$ cat src/rtl/pipe_skid_reg_if.sv
// Handshake bundle for pipe_skid_reg: upstream (in_*) and downstream (out_*) sides.
// A transfer happens on a side exactly in a cycle where its valid and ready are both 1 at posedge clk.
interface pipe_skid_reg_if #(
  parameter int DATA_W = 64
);
  logic              in_valid;
  logic [DATA_W-1:0] in_data;
  logic              in_ready;
  logic              out_valid;
  logic [DATA_W-1:0] out_data;
  logic              out_ready;

  modport master (
    output in_valid, in_data, out_ready,
    input  in_ready, out_valid, out_data
  );

  modport slave (
    input  in_valid, in_data, out_ready,
    output in_ready, out_valid, out_data
  );
endinterface

$ cat src/rtl/pipe_skid_reg.sv
// Two-entry skid pipeline register (main + skid) with flush, freeze and a saturating drop counter.
// in_ready depends only on state and freeze, so there is no combinational path from out_ready.
module pipe_skid_reg #(
  parameter int              DATA_W = 64,
  parameter logic [DATA_W-1:0] BUBBLE = '0,
  parameter int              CNT_W  = 8
) (
  input  logic             clk,
  input  logic             rst,
  pipe_skid_reg_if.slave   bus,
  input  logic             flush,
  input  logic             freeze,
  output logic [1:0]       occupancy,
  output logic [CNT_W-1:0] drop_cnt
);

  typedef enum logic [1:0] {
    EMPTY = 2'd0,
    ONE   = 2'd1,
    FULL  = 2'd2
  } state_t;

  localparam int SUM_W = CNT_W + 2;
  localparam logic [SUM_W-1:0] CNT_MAX = {2'b00, {CNT_W{1'b1}}};

  state_t            state;
  logic [DATA_W-1:0] main_q;
  logic [DATA_W-1:0] skid_q;
  logic              accept;
  logic              rel;
  logic [SUM_W-1:0]  drop_now;
  logic [SUM_W-1:0]  drop_sum;
  logic [CNT_W-1:0]  drop_next;

  assign bus.in_ready  = ~freeze & (state != FULL);
  assign bus.out_valid = ~freeze & (state != EMPTY);
  assign bus.out_data  = (state != EMPTY) ? main_q : BUBBLE;
  assign occupancy     = state;

  assign accept = bus.in_valid & bus.in_ready;
  assign rel    = bus.out_valid & bus.out_ready;

  // A head taken by downstream in the flush cycle is delivered, not dropped.
  always_comb begin
    drop_now  = {{(SUM_W-2){1'b0}}, state}
              - {{(SUM_W-1){1'b0}}, rel}
              + {{(SUM_W-1){1'b0}}, accept};
    drop_sum  = {2'b00, drop_cnt} + drop_now;
    drop_next = (drop_sum > CNT_MAX) ? CNT_MAX[CNT_W-1:0] : drop_sum[CNT_W-1:0];
  end

  always_ff @(posedge clk or negedge rst) begin
    if (!rst) begin
      state    <= EMPTY;
      main_q   <= BUBBLE;
      skid_q   <= BUBBLE;
      drop_cnt <= '0;
    end else if (!freeze) begin
      if (flush) begin
        state    <= EMPTY;
        main_q   <= BUBBLE;
        skid_q   <= BUBBLE;
        drop_cnt <= drop_next;
      end else begin
        case (state)
          EMPTY: begin
            if (accept) begin
              state  <= ONE;
              main_q <= bus.in_data;
            end
          end
          ONE: begin
            if (accept && rel) begin
              main_q <= bus.in_data;
            end else if (accept) begin
              state  <= FULL;
              skid_q <= bus.in_data;
            end else if (rel) begin
              state <= EMPTY;
            end
          end
          FULL: begin
            if (rel) begin
              state  <= ONE;
              main_q <= skid_q;
            end
          end
          default: state <= EMPTY;
        endcase
      end
    end
  end

endmodule

$ cat src/flat_wrapper.sv
// flat-port wrapper written by rule: the top's interface ports become plain ports
module pipe_skid_reg_flat 
#(
  parameter int              DATA_W = 64,
  parameter logic [DATA_W-1:0] BUBBLE = '0,
  parameter int              CNT_W  = 8
)
  (clk, rst, flush, freeze, occupancy, drop_cnt, bus_in_valid, bus_in_data, bus_out_ready, bus_in_ready, bus_out_valid, bus_out_data);
  pipe_skid_reg_if #(.DATA_W(DATA_W)) bus_i ();
  input  logic clk;
  input  logic rst;
  input  logic flush;
  input  logic freeze;
  output logic [1:0] occupancy;
  output logic [CNT_W-1:0] drop_cnt;
  input wire logic [$bits(bus_i.in_valid)-1:0] bus_in_valid;
  input wire logic [$bits(bus_i.in_data)-1:0] bus_in_data;
  input wire logic [$bits(bus_i.out_ready)-1:0] bus_out_ready;
  output wire logic [$bits(bus_i.in_ready)-1:0] bus_in_ready;
  output wire logic [$bits(bus_i.out_valid)-1:0] bus_out_valid;
  output wire logic [$bits(bus_i.out_data)-1:0] bus_out_data;
  assign bus_i.in_valid = bus_in_valid;
  assign bus_i.in_data = bus_in_data;
  assign bus_i.out_ready = bus_out_ready;
  assign bus_in_ready = bus_i.in_ready;
  assign bus_out_valid = bus_i.out_valid;
  assign bus_out_data = bus_i.out_data;
  pipe_skid_reg #(.DATA_W(DATA_W), .BUBBLE(BUBBLE), .CNT_W(CNT_W)) u_core (.clk(clk), .rst(rst), .bus(bus_i), .flush(flush), .freeze(freeze), .occupancy(occupancy), .drop_cnt(drop_cnt));
endmodule
$ cat config.mk
export PLATFORM = sky130hd
export DESIGN_NAME = pipe_skid_reg_flat
export DESIGN_NICKNAME = d
export VERILOG_FILES = /design/src/rtl/pipe_skid_reg_if.sv /design/src/rtl/pipe_skid_reg.sv /design/src/flat_wrapper.sv
export SDC_FILE = /design/constraint.sdc
export NUM_CORES = 1
export LEC_CHECK = 0
export ABC_CLOCK_PERIOD_IN_PS = 7400
export CORE_MARGIN = 3
export CORE_UTILIZATION = 55
export CTS_CLUSTER_DIAMETER = 50
export DETAILED_ROUTE_END_ITERATION = 7
export PLACE_DENSITY = 0.86
export SYNTH_ARGS = -nofsm -noshare
export SYNTH_HDL_FRONTEND = slang
export SYNTH_SLANG_ARGS = --single-unit
$ cat constraint.sdc
create_clock -name clk -period 7.4 [get_ports clk]
set_clock_uncertainty 0.1 [all_clocks]
set_input_delay 2.22 -clock clk [delete_from_list [all_inputs] [get_ports clk]]
set_output_delay 2.22 -clock clk [all_outputs]
set_load 0.02 [all_outputs]
==> After elaboration in Yosys (flattened, before gate mapping) <==
Index checks and enable logic that the tools add are counted.
{ "word_totals": {"reg_bits": 138, "out_inout_bits": 76, "inputBits": 70, "word_cells": 49} }
{ "op_classes": {"n_mux": 17, "reduce_logical": 10, "bitwise_logic": 5, "addsub": 3, "n_lt_le_gt_ge": 1, "eq_ne": 9} }
{ "op_table": {"columns": ["op", "n"], "rows": [
  ["$mux W64", 8],
  ["$pmux W64 S3", 1],
  ["$mux W2", 6],
  ["$add A10 B1 Y10", 1],
  ["$add A8 B10 Y10", 1],
  ["$gt A10 B8 Y1 const B", 1],
  ["$reduce_and A5 Y1", 2],
  ["$ne A3 B2 Y1 const B", 3],
  ["$mux W8", 1],
  ["$pmux W2 S3", 1],
  ["$reduce_bool A2 Y1", 3],
  ["$and A1 B1 Y1", 4],
  ["$ne A2 B2 Y1 const B", 2],
  ["$ne A4 B2 Y1 const B", 1],
  ["$reduce_and A4 Y1", 1],
  ["$reduce_bool A4 Y1", 1],
  ["$ne A3 B3 Y1 const B", 1],
  ["$sub A2 B1 Y3", 1],
  ["$eq A2 B1 Y1 const B", 1],
  ["$eq A2 B2 Y1 const B", 1],
  ["$logic_not A2 Y1", 1],
  ["$reduce_and A2 Y1", 1],
  ["$logic_and A1 B1 Y1", 1],
  ["$not A1 Y1", 1]
]} }

==> Logic depth before layout (Yosys ltp) <==
{ "depth": {"depth_word": 8, "depth_mapped": 15} }

==> Worst setup path after synthesis <==
OpenSTA, ideal clock, no wires.
{ "synth_timing": {"path_type": "input -> register", "from": "in freeze", "to": "reg u_core.drop_cnt[4]", "setup_ns": 0.067, "path_stages": 13, "t_arrival_ns": 5.071, "path_slack_ns": 2.162, "cell_sequence": "buf_6 -> nor2_1 -> nand2_1 -> xnor2_1 -> fa_1 -> inv_1 -> fa_1 -> or3b_4 -> a2111oi_4 -> nor2_2 -> a21boi_4 -> nand4_1 -> o221a_1"} }
{ "synth_via": {"elab_chain_len": 8, "word_cells_on_any_way": 11, "classes_between": "add/sub: 3; order compare: 1; mux: 1; bitwise: 5; reduce/logical: 1"} }
{ "synth_lines": {"columns": ["item", "line_no", "source"], "rows": [
  ["from (decl)", "flat_wrapper.sv:13", "input logic freeze;"],
  ["$not A1 Y1 (no line) (*)", null, null],
  ["$and A1 B1 Y1 (*)", "pipe_skid_reg.sv:36", "assign bus.out_valid = ~freeze & (state != EMPTY);"],
  ["net bus_out_valid", "flat_wrapper.sv:20", "output wire logic [$bits(bus_i.out_valid)-1:0] bus_out_valid;"],
  ["$and A1 B1 Y1 (*)", "pipe_skid_reg.sv:41", "assign rel = bus.out_valid & bus.out_ready;"],
  ["$sub A2 B1 Y3 (*)", "pipe_skid_reg.sv:46", "- {{(SUM_W-1){1'b0}}, rel}"],
  ["$add A10 B1 Y10 (*)", "pipe_skid_reg.sv:47", "+ {{(SUM_W-1){1'b0}}, accept};"],
  ["$add A8 B10 Y10 (*)", "pipe_skid_reg.sv:48", "drop_sum = {2'b00, drop_cnt} + drop_now;"],
  ["$gt A10 B8 Y1", "pipe_skid_reg.sv:49", "drop_next = (drop_sum > CNT_MAX) ? CNT_MAX[CNT_W-1:0] : drop_sum[CNT_W-1:0];"],
  ["$mux W8 (*)", "pipe_skid_reg.sv:49", null],
  ["to (signal assigned)", "pipe_skid_reg.sv:63", "drop_cnt <= drop_next;"],
  ["to (decl)", "pipe_skid_reg.sv:14", "output logic [CNT_W-1:0] drop_cnt"]
]} }
The timed path passes the listed nets; every way through them passes the cells marked *.
A chain may end at the register's enable or synchronous reset.

==> Final worst setup path <==
{ "layout_timing": {"from": "in freeze", "to": "out bus_in_ready"} }
{ "layout_via": {"elab_chain_len": 2} }
{ "layout_lines": {"columns": ["item", "line_no", "source"], "rows": [
  ["$not A1 Y1 (no line)", null, null],
  ["$and A1 B1 Y1", "pipe_skid_reg.sv:35", "assign bus.in_ready = ~freeze & (state != FULL);"],
  ["to (decl)", "flat_wrapper.sv:19", "output wire logic [$bits(bus_i.in_ready)-1:0] bus_in_ready;"]
]} }
No other way between the ends.

==> results.md <==
* Synth cell types at 62
* Cts hold-fix bufs at 0
* Average size of a mapped cell at 10.3 sq um
* I/O Pins at 146
* Final Max Slew Viols at 0
* Total CTS buffers at 17
* Via-to-Cell Ratio at 6.25
* Die Ht at 116 um
* CP Capture Type: output port
* Crit Path Max Fanout at 11
* Post-CTS setup buffers at 0
* Layout Nets at 843
* H-tree levels at 4
* Die area at 13600 sq um
* Status: finished, final reports clean
* Reg-to-reg slack, setup at 3.70 ns
* Clk buf depth at 2
* Number of global-route vias before repair at 5671
* Min Tclk post-route at 6.06 ns
* Post-Synthesis Cells at 654
* Hold Fails Final Rpt at 0
* Main area contributors after synthesis: dfrtp_1 (51%), a22o_1 (8.5%), a22oi_1 (7.2%)
* Syn_nets at 729
* Clk_lat worst skew at 0.42 ns
* Hold/Removal Path Class: flop to flop
* Max Fclk at 0.165 GHz
* Crit path kind: input pin to output port
* Place WS at 1.34 ns
* Post-DRT Antenna Nets at 0
* Die X at 116 um
* FF+latch count, synth at 138
* Cell taking the most area after synthesis: dfrtp_1
* Final setup violation count at 0
* Starting DRT DRC Count at 632
* Post-synthesis sequential area ratio at 51.4%
* TritonCTS clock tree: built
* Leakage power at 3.69 nW
* Share of cells above drive strength 1 at 8.32%
* Ant. Diodes at 0
* Fin crit share at 81.9%
* Drt wl/cell at 19.4 um
* DP HPWL at 11.0 mm
* Async set or reset register ratio after synthesis at 100%
* Worst slew margin at 16.2%
* Routability cong. at 0.860
* Placement Rows at 39
* Global route overflow at 0
* CTS Sinks at 138
* Smallest setup slack after layout at 1.34 ns
* Final TNS setup at 0 ns
* Top cell type's share of synthesized area at 51.4%
* Clk slew on worst S/H paths at 0.05 ns
* Yosys warning count at 0
* Worst EP required at 5.08 ns
* RSZ-0062 raised after global routing: false
* Total Routing Usage GR at 27.3%
* IO buf count at 145
* DRT Pass-1 Iters at 5
* Final wirelength at 18.0 mm
* Largest net degree at the start of global routing at 129
* Worst VDD drop at 206 uV
* Power Dens Cells at 268 nW/um^2
* First-pass GRT wire length at 28.6 mm
* Area delta synth->final at 31.2%
* CP Launch Type: input pin
* Initial Util at 57.6%
* Core outline area at 11700 sq um
* Min Hold Slack at 0.407 ns
* Number of antenna violations at the first check in global routing at 0
* Cells resized by post-CTS repair at 0
* Number of synthesized flops with an enable pin at 0
* Worst slew pin tran at 1.26 ns
* Main synth FF type: dfrtp_1
* Root Buffer: clkbuf_16
* Mapped Area at 6720 sq um
* Max Cap Viol at 0
* DRC Markers at 0
* DR vias at 5771
* Critical Path AT at 3.74 ns
==> flip-flops by register name, indices dropped and copies added (netlist names) <==
name	count
u_core.main_q	64
u_core.skid_q	64
u_core.drop_cnt	8
u_core.occupancy	2
==> cell type report <==
| type | instances | area [sq um] |
|---|---|---|
| Sequential cell | 138 | 3450 |
| Multi-Input combinational cell | 451 | 3020 |
| Fill cell | 798 | 2850 |
| Timing Repair Buffer | 152 | 1510 |
| Clock buffer | 18 | 429 |
| Clock inverter | 14 | 196 |
| Tap cell | 143 | 179 |
| Inverter | 8 | 30.0 |
==> placed cells by master, fill, tap and decap left out, types with 3 or more instances in the layout <==
master / count
clkdlybuf4s50_1: 144
clkinvlp_4: 3
a21oi_1: 70
mux2i_1: 7
a31oi_1: 3
o21ai_1: 6
inv_1: 6
o21ai_0: 5
clkbuf_16: 17
nor2b_1: 67
clkinv_4: 4
nand2_1: 16
o31ai_1: 3
buf_4: 7
nor2_1: 78
nand3_1: 4
a22oi_1: 64
dfrtp_1: 138
nor3_1: 3
and2b_1: 4
bufinv_16: 4
a22o_1: 65
ha_1: 3
==> power by group <==
part	switching, mW	internal [mW]
clock	0.327	0.565
combinational	0.299	0.255
sequential	0.0779	0.834
==> worst paths after layout <==
check / startpoint / end / depth (start not counted)
setup / recovery: freeze / bus_in_ready / 3
hold / removal: u_core.skid_q[36] / u_core.skid_q[36] / 1
min in group asynchronous: rst / u_core.main_q[23] / 1
hold reg to reg: u_core.skid_q[36] / u_core.skid_q[36] / 1
setup reg to reg: u_core.occupancy[0] / u_core.drop_cnt[7] / 13
max in group asynchronous: rst / u_core.main_q[45] / 2
==> per-layer routing <==
| layer | track usage (%) | vias to the layer above | share of wire, % |
|---|---|---|---|
| li1 | - | 2604 | - |
| met1 | 35.7 | 2855 | 41 |
| met2 | 43.1 | 272 | 49 |
| met3 | 8.08 | 40 | 7.9 |
| met4 | 11.0 | 0 | 2.1 |
| met5 | 0 | - | 0 |
==> through the flow <==
stage,area [sq um],utilization [%],power (mW),std cells
detailed placement,8190,70.2,1.47,892
global route,8810,75.5,2.47,924
CTS,8810,75.5,2.37,924
finish,8810,75.5,2.36,924
global placement,8190,70.2,1.45,892
floorplan,6720,-,1.23,654
==> cells in the mapped netlist, types with 3 or more instances <==
cell type	n
o21ai_1	6
a21oi_1	71
dfrtp_1	138
buf_6	4
o21ai_0	5
a22o_1	65
nand2b_1	3
a22oi_1	64
a31oi_1	3
clkbuf_1	44
nor2_1	80
nor2b_1	67
mux2i_1	7
nor3_1	3
ha_1	3
o31ai_1	3
nand2_1	16
buf_2	8
inv_1	6
nand3_1	4
and2b_1	4
==> critical path, cell delays in order <==
cell and delay (ns):
clkdlybuf4s50_1 0.65, nor2_1 0.24, clkdlybuf4s50_1 0.63
==> cell families after synthesis <==
family                     after synthesis  share of synthesized area, %
and+or+nand+nor                        199                          15.8
xor gates and xnor gates                 1                         0.130
AOI/OAI and AO/OA                      238                          26.0
DFF                                    138                          51.4
muxes                                    8                          1.21
buffers and inverters                   65                          4.29
adders and majority gates                5                          1.16
Power figures use the tool's default switching activity.
